==> src/rtl/huffman_pkg.sv <==
// Shared Huffman code constants and encoder state type.
package huffman_pkg;

  localparam int COL     = 8;
  localparam int BW      = 8;
  localparam int ADDR_BW = 11;

  typedef enum logic {
    IDLE,
    EMIT
  } state_e;

  localparam logic       CODE_ZERO  = 1'b0;
  localparam logic [1:0] CODE_ONE   = 2'b10;
  localparam logic [1:0] PREFIX_LIT = 2'b11;

  localparam logic [3:0] LEN_ZERO = 4'd1;
  localparam logic [3:0] LEN_ONE  = 4'd2;
  localparam logic [3:0] LEN_LIT  = 4'(BW + 2);

endpackage

==> src/rtl/huffman_sym_coder.sv <==
// Maps one symbol to its left-aligned prefix code and length.
module huffman_sym_coder
  import huffman_pkg::*;
#(
  parameter int bw = BW
) (
  input  logic [bw-1:0] symbol,
  output logic [bw+1:0] code,
  output logic [3:0]    len
);

  always_comb begin
    code = '0;
    len  = 4'(bw + 2);
    unique case (1'b1)
      (symbol == '0): begin
        code[bw+1] = CODE_ZERO;
        len        = LEN_ZERO;
      end
      (symbol == bw'(1)): begin
        code[bw+1:bw] = CODE_ONE;
        len           = LEN_ONE;
      end
      default: begin
        code = {PREFIX_LIT, symbol};
        len  = 4'(bw + 2);
      end
    endcase
  end

endmodule

==> src/rtl/huffman_encoder.sv <==
// Serial Huffman encoder: word of col lanes in, MSB-first bitstream out.
// HUFF_STATS_EN adds saturating bit_count / word_count outputs.
module huffman_encoder
  import huffman_pkg::*;
#(
  parameter int col     = COL,
  parameter int bw      = BW,
  parameter int addr_bw = ADDR_BW
) (
  input  logic               clk,
  input  logic               reset,
  input  logic [col*bw-1:0]  in_data,
  input  logic               in_valid,
  output logic               in_ready,
  input  logic               bit_ready,
  output logic               bit_out,
  output logic               bit_valid,
  output logic               word_done,
  output logic [addr_bw-1:0] word_addr
`ifdef HUFF_STATS_EN
  ,
  output logic [15:0]        bit_count,
  output logic [15:0]        word_count
`endif
);

  localparam int LW = (col > 1) ? $clog2(col) : 1;
  localparam int CW = bw + 2;
  localparam logic [LW-1:0] LAST_LANE = LW'(col - 1);

  state_e             state_q, state_d;
  logic [col*bw-1:0]  data_q, data_d;
  logic [LW-1:0]      lane_q, lane_d;
  logic [CW-1:0]      shift_q, shift_d;
  logic [3:0]         cnt_q, cnt_d;
  logic [addr_bw-1:0] addr_q, addr_d;

  logic [LW-1:0] lane_inc;
  logic [bw-1:0] sym;
  logic [CW-1:0] code;
  logic [3:0]    len;
  logic          last_bit;
  logic          last_word;
  logic          accept;

  huffman_sym_coder #(.bw(bw)) u_coder (
    .symbol (sym),
    .code   (code),
    .len    (len)
  );

  always_comb begin
    lane_inc  = (lane_q == LAST_LANE) ? '0 : lane_q + 1'b1;
    last_bit  = (state_q == EMIT) && bit_ready && (cnt_q == 4'd1);
    last_word = last_bit && (lane_q == LAST_LANE);
    in_ready  = (state_q == IDLE) || last_word;
    accept    = in_valid && in_ready;
    // The one coder serves lane 0 of a new word or the next lane
    sym = accept ? in_data[bw-1:0] : data_q[lane_inc*bw +: bw];
  end

  always_comb begin
    state_d = state_q;
    data_d  = data_q;
    lane_d  = lane_q;
    shift_d = shift_q;
    cnt_d   = cnt_q;
    addr_d  = addr_q;
    unique case (state_q)
      IDLE: begin
        if (accept) begin
          data_d  = in_data;
          lane_d  = '0;
          shift_d = code;
          cnt_d   = len;
          state_d = EMIT;
        end
      end
      EMIT: begin
        if (bit_ready) begin
          shift_d = shift_q << 1;
          cnt_d   = cnt_q - 1'b1;
        end
        if (last_bit && !last_word) begin
          lane_d  = lane_inc;
          shift_d = code;
          cnt_d   = len;
        end
        if (last_word) begin
          addr_d = addr_q + 1'b1;
          if (accept) begin
            data_d  = in_data;
            lane_d  = '0;
            shift_d = code;
            cnt_d   = len;
          end else begin
            state_d = IDLE;
          end
        end
      end
      default: state_d = IDLE;
    endcase
  end

  always_ff @(posedge clk or negedge reset) begin
    if (!reset) begin
      state_q <= IDLE;
      data_q  <= '0;
      lane_q  <= '0;
      shift_q <= '0;
      cnt_q   <= '0;
      addr_q  <= '0;
    end else begin
      state_q <= state_d;
      data_q  <= data_d;
      lane_q  <= lane_d;
      shift_q <= shift_d;
      cnt_q   <= cnt_d;
      addr_q  <= addr_d;
    end
  end

  assign bit_valid = (state_q == EMIT);
  assign bit_out   = bit_valid & shift_q[CW-1];
  assign word_done = last_word;
  assign word_addr = addr_q;

`ifdef HUFF_STATS_EN
  logic [15:0] bit_cnt_q, bit_cnt_d;
  logic [15:0] word_cnt_q, word_cnt_d;

  always_comb begin
    bit_cnt_d  = bit_cnt_q;
    word_cnt_d = word_cnt_q;
    if (bit_valid && bit_ready && bit_cnt_q != 16'hFFFF)
      bit_cnt_d = bit_cnt_q + 16'd1;
    if (last_word && word_cnt_q != 16'hFFFF)
      word_cnt_d = word_cnt_q + 16'd1;
  end

  always_ff @(posedge clk or negedge reset) begin
    if (!reset) begin
      bit_cnt_q  <= '0;
      word_cnt_q <= '0;
    end else begin
      bit_cnt_q  <= bit_cnt_d;
      word_cnt_q <= word_cnt_d;
    end
  end

  assign bit_count  = bit_cnt_q;
  assign word_count = word_cnt_q;
`endif

endmodule
==> config.mk <==
export PLATFORM = sky130hd
export DESIGN_NAME = huffman_encoder
export DESIGN_NICKNAME = d
export VERILOG_FILES = /design/src/rtl/huffman_pkg.sv /design/src/rtl/huffman_sym_coder.sv /design/src/rtl/huffman_encoder.sv
export SDC_FILE = /design/constraint.sdc
export NUM_CORES = 1
export LEC_CHECK = 0
export ABC_AREA = 1
export BUFFER_PORTS_ARGS = -buffer_cell sky130_fd_sc_hd__buf_4
export CAP_MARGIN = 20
export CORE_MARGIN = 5
export CORE_UTILIZATION = 57
export DETAILED_ROUTE_END_ITERATION = 16
export PLACE_DENSITY_LB_ADDON = 0.08
export SLEW_MARGIN = 20
export SYNTH_ARGS = -nofsm -noshare
export SYNTH_HDL_FRONTEND = slang
export SYNTH_HIERARCHICAL = 1
export SYNTH_SLANG_ARGS = --single-unit
export TNS_END_PERCENT = 10
==> constraint.sdc <==
create_clock -name clk -period 2.92 [get_ports clk]
set_input_delay 0.584 -clock clk [delete_from_list [all_inputs] [get_ports clk]]
set_output_delay 0.584 -clock clk [all_outputs]
set_load 0.02 [all_outputs]
==> flow_summary.json <==
{
  "initial_core_util": 0.575,
  "drc_errors": 0,
  "slowest_delay_ns": 0.39,
  "finalPower_uw": 4430,
  "drive_above_1_share": 0.161,
  "syn_nets": 751,
  "avgSynthCellArea_um2": 7.28,
  "crit_path_start": "lane_q[0]$_DFFE_PN0P_",
  "root_buffer": "clkbuf_8",
  "worstHoldPathType": "input port to async pin",
  "yosysSeqAreaShare": 0.471,
  "ys_warn_count": 6,
  "netlist_area_um2": 4940,
  "fin_crit_sh": 0.876,
  "worst_pin_slew_ns": 0.527,
  "max_freq_ghz": 0.391,
  "fp.dieW_um": 103,
  "nNetsFinal": 812,
  "n_antenna_cell": 0,
  "drt_iter0_markers": 215,
  "rsz0062_at_grt": "no",
  "worstPathMaxFanout": 16,
  "wl_um": 11500,
  "cts_sinks": 93,
  "io_pins": 83,
  "finalCriticalPeriod_ns": 2.56,
  "worst_r2r_endpoint": "shift_q[8]$_DFFE_PN0P_",
  "power.density_nw_per_um2": 765,
  "grt-ovfl-total": 0,
  "leakage_uw": 0.00296,
  "crit_path_start_kind": "flip-flop",
  "synth-seq-cells": 93,
  "critical_path_class": "flip-flop to flip-flop",
  "synthCells": 678,
  "cts_resized": 0,
  "num_vias": 4386,
  "slew_headroom": 0.649,
  "pre_cts_slack_ns": 0.269,
  "worstSkewPairLatency_ns": 0.36,
  "postRouteAntennaNets": 0,
  "setup_viol": 0,
  "reg2reg_slack_ns": 0.36,
  "fin_skew_ns": 0.00897,
  "viasPerCell": 5.15,
  "holdBufCountCts": 0,
  "path_common_cell": "nand2_1",
  "cts-htree-levels": 3,
  "r2r-start": "lane_q[0]$_DFFE_PN0P_",
  "layout_common_cells": "221 x nand2_1, 94 x inv_1, 93 x dfrtp_1, 88 x buf_4, 85 x nand3_1",
  "final_common_cell": "nand2_1",
  "endpoint": "shift_q[8]$_DFFE_PN0P_",
  "cts_max_path_buffers": 2,
  "gp_congestion": 0.904,
  "fin_hold_ws_ns": 0.190,
  "finalHoldViolations": 0,
  "required_ns": 3.17,
  "critPathCaptureType": "flip-flop",
  "wl_per_cell_um": 13.5,
  "antenna_found_initial": 0,
  "finalMaxSlewViolations": 0,
  "cts_buffers": 9,
  "r2r_cells": 18,
  "cts_tree": "yes",
  "final.setup.worst_slack_ns": 0.362,
  "ys_types": 24,
  "post_cts_buffers": 0,
  "port_buffers": 82,
  "fin_util": 0.674,
  "area_delta_synth_final_pct": 17.3,
  "grt_pass1_vias": 4214,
  "outcome": "complete, no violations",
  "fin_setup_tns_ns": 0,
  "dr.pass1.iters": 5,
  "hpwl_um": 8340,
  "clk_pin_slew_ns": 0.09,
  "crit_slowest_cell": "dfrtp_1",
  "core-area_um2": 8590,
  "rows": 34,
  "die-height_um": 103,
  "die-area_um2": 10600,
  "grt_util_all_layers": 0.229,
  "arrival_ns": 2.81,
  "path_cells": "ha_1 -> ha_1 -> inv_1 -> nand2_1 -> buf_4 -> nand2_1 -> nand3_1 -> nand3_1 -> nand3_1 -> nand2_1 -> nor2_1 -> nand2_1 -> nor2_1 -> inv_1 -> inv_1 -> nand2_1 -> nand3_1 -> nand2_1",
  "drv_cap": 0,
  "grt_pass1_wl_um": 19300,
  "ir_drop_uv": 371,
  "grt_max_degree": 94
}
[Yosys cell counts (all sizes together)]
cell | count | area [um^2]
nand2 | 221 | 830
o211ai | 1 | 7.51
conb | 1 | 3.75
o21ai | 81 | 405
nand3 | 87 | 453
clkbuf | 23 | 86.3
inv | 94 | 353
ha | 5 | 62.6
dfrtp | 93 | 2330
or2 | 7 | 43.8
nand4 | 4 | 25.0
clkinv | 3 | 11.3
a21oi | 4 | 31.3
xor2 | 6 | 52.6
xnor2 | 3 | 26.3
buf | 18 | 109
nor2 | 27 | 111
[per-stage QoR]
stage               cell area, um^2  cells
global placement               5600    836
floorplan                      4940    678
detailed placement             5600    836
global route                   5790    852
CTS                            5790    852
finish                         5790    852
[final cells by class]
class	instances	area, um^2
flip-flops and latches	93	2330
inverters	97	364
well taps	108	135
multi-input cells	447	2050
clock inverters	5	60.1
repair buffers	91	721
fillers	767	2800
clock buffers	11	131
[cell families after synthesis]
| group | after synthesis | share of synthesized area |
|---|---|---|
| and+or+nand+nor | 346 | 0.296 |
| AOI/OAI and AO/OA | 86 | 0.0899 |
| buffers and inverters | 138 | 0.113 |
| other | 1 | 0.000759 |
| adders and majority gates | 5 | 0.0127 |
| xor gates and xnor gates | 9 | 0.0160 |
| DFF | 93 | 0.471 |
[layer usage]
layer / routed length, um / global-route usage / part of all wire / vias to the layer above
met2: 5510 / 0.372 / 0.48 / 117
met3: 522 / 0.0467 / 0.046 / 23
li1: - / - / - / 2213
met1: 5230 / 0.310 / 0.46 / 2033
met4: 203 / 0.0687 / 0.018 / 0
met5: 0 / 0 / 0 / -
[power by group]
group | switching [uW] | total (uW) | leakage [uW] | internal (uW)
logic | 1220 | 1930 | 0.00177 | 714
clock network | 453 | 853 | 0.0000939 | 400
registers | 130 | 1650 | 0.00109 | 1510
total | 1800 | 4430 | 0.00296 | 2630
[critical path, delay by kind of cell (launching register included)]
kind | cells | cell delay, ns
buf+inv | 4 | 0.46
simple gates | 12 | 1.16
flops | 1 | 0.39
fa+ha+maj | 2 | 0.45
[state kept, by name (all words and copies together) (netlist names)]
name       cells
data_q        64
word_addr     11
shift_q       10
cnt_q          4
lane_q         3
bit_valid      1
[worst min-delay path by stage]
stage	endpoint	slack [ns]	cells after the start	startpoint
floorplan	bit_valid$_DFF_PN0_	0.29	0	reset
global placement	shift_q[8]$_DFFE_PN0P_	0.47	2	shift_q[8]$_DFFE_PN0P_
detailed placement	shift_q[8]$_DFFE_PN0P_	0.47	2	shift_q[8]$_DFFE_PN0P_
CTS	word_addr[3]$_DFFE_PN0P_	0.20	1	reset
global route	word_addr[3]$_DFFE_PN0P_	0.21	1	reset
finish	word_addr[3]$_DFFE_PN0P_	0.19	1	reset
No activity file was read; power rests on OpenSTA's default activity.
